--- src/rtl/div_reg_bank_if.sv ---
// Operand/iterate register bank bus: load strobes and multiplier result in,
// held operands and their valid flags out.
interface div_reg_bank_if #(
  parameter int WIDTH_IN = 28,
  parameter int WIDTH_A  = 28,
  parameter int WIDTH_BC = 24
);
  logic                load_a;
  logic                load_b;
  logic                load_c;
  logic [WIDTH_IN-1:0] d_in;
  logic [WIDTH_A-1:0]  q_a;
  logic [WIDTH_BC-1:0] q_b;
  logic [WIDTH_BC-1:0] q_c;
  logic                vld_a;
  logic                vld_b;
  logic                vld_c;

  modport master (
    output load_a, load_b, load_c, d_in,
    input  q_a, q_b, q_c, vld_a, vld_b, vld_c
  );

  modport slave (
    input  load_a, load_b, load_c, d_in,
    output q_a, q_b, q_c, vld_a, vld_b, vld_c
  );
endinterface

--- src/rtl/div_reg_bank.sv ---
// Goldschmidt divider operand registers A/B/C, loaded from the rounded
// multiplier result under per-register synchronous enables on a single clock.
module div_reg_bank #(
  parameter int   WIDTH_IN = 28,
  parameter int   WIDTH_A  = 28,
  parameter int   WIDTH_BC = 24,
  parameter logic RST_VAL  = 1'b0
) (
  input logic           clk,
  input logic           reset,
  div_reg_bank_if.slave bus
);
  logic [WIDTH_A-1:0]  q_a_r;
  logic [WIDTH_BC-1:0] q_b_r;
  logic [WIDTH_BC-1:0] q_c_r;
  logic                vld_a_r;
  logic                vld_b_r;
  logic                vld_c_r;

  // Register A: full-width operand; reset wins over a concurrent load.
  always_ff @(posedge clk) begin
    if (reset) begin
      q_a_r   <= {WIDTH_A{RST_VAL}};
      vld_a_r <= 1'b0;
    end else if (bus.load_a) begin
      q_a_r   <= bus.d_in[WIDTH_A-1:0];
      vld_a_r <= 1'b1;
    end else begin
      q_a_r   <= q_a_r;
      vld_a_r <= vld_a_r;
    end
  end

  // Register B: narrower operand, upper result bits are dropped.
  always_ff @(posedge clk) begin
    if (reset) begin
      q_b_r   <= {WIDTH_BC{RST_VAL}};
      vld_b_r <= 1'b0;
    end else if (bus.load_b) begin
      q_b_r   <= bus.d_in[WIDTH_BC-1:0];
      vld_b_r <= 1'b1;
    end else begin
      q_b_r   <= q_b_r;
      vld_b_r <= vld_b_r;
    end
  end

  // Register C: same truncation as B, independent enable.
  always_ff @(posedge clk) begin
    if (reset) begin
      q_c_r   <= {WIDTH_BC{RST_VAL}};
      vld_c_r <= 1'b0;
    end else if (bus.load_c) begin
      q_c_r   <= bus.d_in[WIDTH_BC-1:0];
      vld_c_r <= 1'b1;
    end else begin
      q_c_r   <= q_c_r;
      vld_c_r <= vld_c_r;
    end
  end

  assign bus.q_a   = q_a_r;
  assign bus.q_b   = q_b_r;
  assign bus.q_c   = q_c_r;
  assign bus.vld_a = vld_a_r;
  assign bus.vld_b = vld_b_r;
  assign bus.vld_c = vld_c_r;
endmodule

--- src/flat_wrapper.sv ---
// flat-port wrapper written by rule: the top's interface ports become plain ports
module div_reg_bank_flat 
#(
  parameter int   WIDTH_IN = 28,
  parameter int   WIDTH_A  = 28,
  parameter int   WIDTH_BC = 24,
  parameter logic RST_VAL  = 1'b0
)
  (clk, reset, bus_load_a, bus_load_b, bus_load_c, bus_d_in, bus_q_a, bus_q_b, bus_q_c, bus_vld_a, bus_vld_b, bus_vld_c);
  div_reg_bank_if #(.WIDTH_IN(WIDTH_IN), .WIDTH_A(WIDTH_A), .WIDTH_BC(WIDTH_BC)) bus_i ();
  input logic clk;
  input logic reset;
  input wire logic [$bits(bus_i.load_a)-1:0] bus_load_a;
  input wire logic [$bits(bus_i.load_b)-1:0] bus_load_b;
  input wire logic [$bits(bus_i.load_c)-1:0] bus_load_c;
  input wire logic [$bits(bus_i.d_in)-1:0] bus_d_in;
  output wire logic [$bits(bus_i.q_a)-1:0] bus_q_a;
  output wire logic [$bits(bus_i.q_b)-1:0] bus_q_b;
  output wire logic [$bits(bus_i.q_c)-1:0] bus_q_c;
  output wire logic [$bits(bus_i.vld_a)-1:0] bus_vld_a;
  output wire logic [$bits(bus_i.vld_b)-1:0] bus_vld_b;
  output wire logic [$bits(bus_i.vld_c)-1:0] bus_vld_c;
  assign bus_i.load_a = bus_load_a;
  assign bus_i.load_b = bus_load_b;
  assign bus_i.load_c = bus_load_c;
  assign bus_i.d_in = bus_d_in;
  assign bus_q_a = bus_i.q_a;
  assign bus_q_b = bus_i.q_b;
  assign bus_q_c = bus_i.q_c;
  assign bus_vld_a = bus_i.vld_a;
  assign bus_vld_b = bus_i.vld_b;
  assign bus_vld_c = bus_i.vld_c;
  div_reg_bank #(.WIDTH_IN(WIDTH_IN), .WIDTH_A(WIDTH_A), .WIDTH_BC(WIDTH_BC), .RST_VAL(RST_VAL)) u_core (.clk(clk), .reset(reset), .bus(bus_i));
endmodule
--- config.mk ---
export PLATFORM = sky130hd
export DESIGN_NAME = div_reg_bank_flat
export DESIGN_NICKNAME = d
export VERILOG_FILES = /design/src/rtl/div_reg_bank_if.sv /design/src/rtl/div_reg_bank.sv /design/src/flat_wrapper.sv
export SDC_FILE = /design/constraint.sdc
export NUM_CORES = 1
export LEC_CHECK = 0
export ABC_CLOCK_PERIOD_IN_PS = 1000
export CELL_PAD_IN_SITES_DETAIL_PLACEMENT = 1
export CELL_PAD_IN_SITES_GLOBAL_PLACEMENT = 1
export CORE_MARGIN = 2
export CORE_UTILIZATION = 33
export CTS_BUF_LIST = sky130_fd_sc_hd__clkbuf_8
export CTS_CLUSTER_SIZE = 28
export DETAILED_ROUTE_END_ITERATION = 10
export PLACE_DENSITY = 0.77
export RECOVER_POWER = 100
export SLEW_MARGIN = 25
export SYNTH_ARGS = -nofsm -noshare
export SYNTH_HDL_FRONTEND = slang
export SYNTH_SLANG_ARGS = --single-unit
--- constraint.sdc ---
create_clock -name clk -period 1 [get_ports clk]
set_clock_uncertainty 0.05 [all_clocks]
set_input_delay 0.2 -clock clk [delete_from_list [all_inputs] [get_ports clk]]
set_output_delay 0.2 -clock clk [all_outputs]
set_load 0.01 [all_outputs]
==> qor.yml, run 1 <==
detailed_routing:
  wirelength_um: 7860
  drc_errors: 0
  dr.pass1.iters: 3
  wl_per_cell_um: 15.8
  drtAntennaViolNets: 0
  avgViaCountPerCell: 4.55
  drt_iter0_markers: 28
  vias: 2256
floorplan:
  die_h_um: 95.9
  fp.dieW_um: 95.9
  std_cell_rows: 33
  fp.coreArea_mm2: 0.00822
  initial_core_util: 0.339
  io_pins: 112
  die-area_mm2: 0.00920
logic_synthesis:
  synth_area_mm2: 0.00279
  synth_xor_area_frac: 0
  synth_commonest_cells: "nor2_1 (82), dfxtp_1 (79), mux2i_1 (76)"
  synth_compound_area_frac: 0
  muxShareOfSynthArea: 0.273
  avgSynthCellArea_um2: 10.9
  synth.most_common_cell: "nor2_1"
  ys.flop_type: "dfxtp_1"
  yosysWarnings: 0
  yosys.area_share.adder: 0
  async_flop_share: 0
  synth_cell_type_count: 8
  yosysSeqAreaShare: 0.567
  syn_inst: 255
  syn_nets: 288
  ys_ff_latch: 79
  synth_top_family_by_area: "multiplexers"
  yosys.area_share.simple: 0.110
  synth_top_cell_by_area: "dfxtp_1"
  yosysTopAreaCellShare: 0.567
  synth_edf_count: 0
  yosys-top-cells-area: "dfxtp_1 (57%), mux2i_1 (27%), nor2_1 (11%)"
pwr:
  p_seq_frac: 0.482
  swShare: 0.241
  power_density_mw_per_mm2: 1590
  power_w: 0.00728
  p_switching_w: 0.00175
  pwr-share-clk: 0.353
  p_int_w: 0.00553
  power.leakage_nw: 2.18
  combPwrFrac: 0.165
  vdd_drop_max_uv: 832
worst_hold_path:
  holdCritStartpoint: "reset"
  min_path_type: "in2reg"
global_route:
  grt_overflow_total: 0
  antenna_found_initial: 0
  grt_max_degree: 41
  grt_pass1_wl_um: 12100
  grtUsageTotal: 0.175
  grt_pass1_vias: 2391
clock_tree:
  cts_buffers: 9
  root_buffer: "clkbuf_8"
  clk_latency_ps: 330
  clk_path_buf_depth: 2
  clk_pin_slew_ps: 80
  cts_tree: "done"
  cts.sinks: 79
  cts_hold_buffers: 0
  htree_levels: 3
sta:
  period_share: 1.05
  tightest_slew_ps: 183
  final-hold-violation-count: 0
  setup_ws_ps: -47.0
  fmaxAchievable_ghz: 0.955
  rsz0062_at_grt: "yes"
  drv_slew: 0
  min_period_ps: 1050
  finalSetupViolCount: 79
  relSlewSlack: 0.874
  fin_worst_hold_slack_ps: 264
place:
  dpl.hpwl_um: 5190
  place_congestion: 0.712
  io_buffers: 111
  dp_cells: 464
worst_setup_path:
  path_max_fanout: 2
  critical_path_cell_count: 1
  r2r-end: "u_core.bus.q_c[11]"
  r2r-start: "u_core.bus.q_c[11]"
  r2r_cells: 4
  regToRegSetupSlack_ps: 60
  cp_slowest_cell: "dfxtp_1"
  crit_start: "u_core.bus.q_a[25]"
  end_kind: "output pin"
  arrival_ps: 800
  critPathLaunchType: "flop"
  path_class: "reg2out"
  max_stage_delay_ps: 360
  endpoint: "bus_q_a[25]"
  cpLargestDelayFamily: "flip-flops"
  worstPathCellList: "buf_6"
  cp_data_required_time_ps: 750
  path_buf_inv: 1
layout:
  finalNonFillerCells: 496
  area_delta_synth_final_pct: 64.3
  multi_input_area_mm2: 0.00107
  layout-drive-gt1-share: 0.496
  fillerInstances: 866
  regArea_mm2: 0.00167
  nets: 420
  num_antenna_cells: 0
run:
  maxCapViolations: 0
run_status:
  outcome: "finished with violations"
  violations: "setup timing"
==> final cells by class <==
cell class / instances / area share
Sequential cell: 79 / 0.364
Timing Repair Buffer: 139 / 0.328
Multi-Input combinational cell: 158 / 0.233
Clock buffer: 10 / 0.0301
Tap cell: 105 / 0.0287
Clock inverter: 5 / 0.0161
==> per-layer routing <==
layer,vias up,track usage,part of all wire
met1,1091,0.192,0.40
li1,1096,-,-
met5,-,0,0
met3,6,0.0501,0.062
met2,63,0.318,0.53
met4,0,0.0655,0.0090
==> cells in the final DEF (no fill, tap or decap) <==
cell type         n
dfxtp_1          10
clkbuf_8         10
dlygate4sd3_1    17
nor2_1           82
buf_2             4
buf_4            19
buf_12            8
inv_1             1
clkdlybuf4s50_1  11
dfxtp_2          69
bufinv_16         2
clkbuf_4          1
mux2i_1          76
buf_6            79
clkinv_2          2
==> power groups by stage <==
stage | clock [W] | sequential (W) | combinational [W]
final | 0.00257 | 0.00351 | 0.00120
after global routing | 0.00279 | 0.00353 | 0.00130
after CTS | 0.00260 | 0.00351 | 0.00121
after detailed placement | 0 | 0.00351 | 0.00114
after global placement | 0 | 0.00350 | 0.00112
after floorplan | 0 | 0.00359 | 0.000399
==> timing repair <==
item | CTS | global route
endpoints found under the setup margin | 79 | 79
setup buffers | 9 | 8
resized for setup | 474 | 0
==> sequential cells by signal (all words and copies together), names as in the netlist <==
signal	flops
u_core.bus.q_a	28
u_core.bus.q_c	24
u_core.bus.vld_a	1
u_core.bus.vld_b	1
u_core.bus.vld_c	1
u_core.bus.q_b	24
==> worst min path at each step <==
stage,slack (ps),end,cells past startpoint
6_report,260,u_core.bus.q_c[14],3
4_1_cts,250,u_core.bus.q_c[14],3
3_5_place_dp,400,u_core.bus.vld_b,2
2_1_floorplan,300,u_core.bus.q_b[10],2
5_1_grt,260,u_core.bus.q_b[9],3
3_3_place_gp,400,u_core.bus.vld_b,2
==> cell families (layout without fill, tap and decap cells) <==
family | after synthesis | count (layout)
and+or+nand+nor | 82 | 82
muxes | 76 | 76
DFF | 79 | 79
buffers and inverters | 18 | 154
==> per-stage QoR <==
stage	setup slack, ps	utilization	area, µm²	setup TNS, ps
6_report	-47.0	0.557	4580	-2220
2_1_floorplan	94.9	-	2790	0
5_1_grt	-89.0	0.557	4580	-5400
4_1_cts	-65.1	0.552	4530	-3650
3_3_place_gp	-143	0.494	4060	-9230
3_5_place_dp	-138	0.494	4060	-11030
No activity file was read; power rests on OpenSTA's default activity.
==> run 2, diff against run 1 <==
--- a/config.mk
+++ b/config.mk
@@ -15,7 +15,6 @@
 export DETAILED_ROUTE_END_ITERATION = 10
 export PLACE_DENSITY = 0.77
 export RECOVER_POWER = 100
-export SLEW_MARGIN = 25
 export SYNTH_ARGS = -nofsm -noshare
 export SYNTH_HDL_FRONTEND = slang
 export SYNTH_SLANG_ARGS = --single-unit
==> results of run 2 <==
Final layout, timing and power as in run 1 (identical DEF).
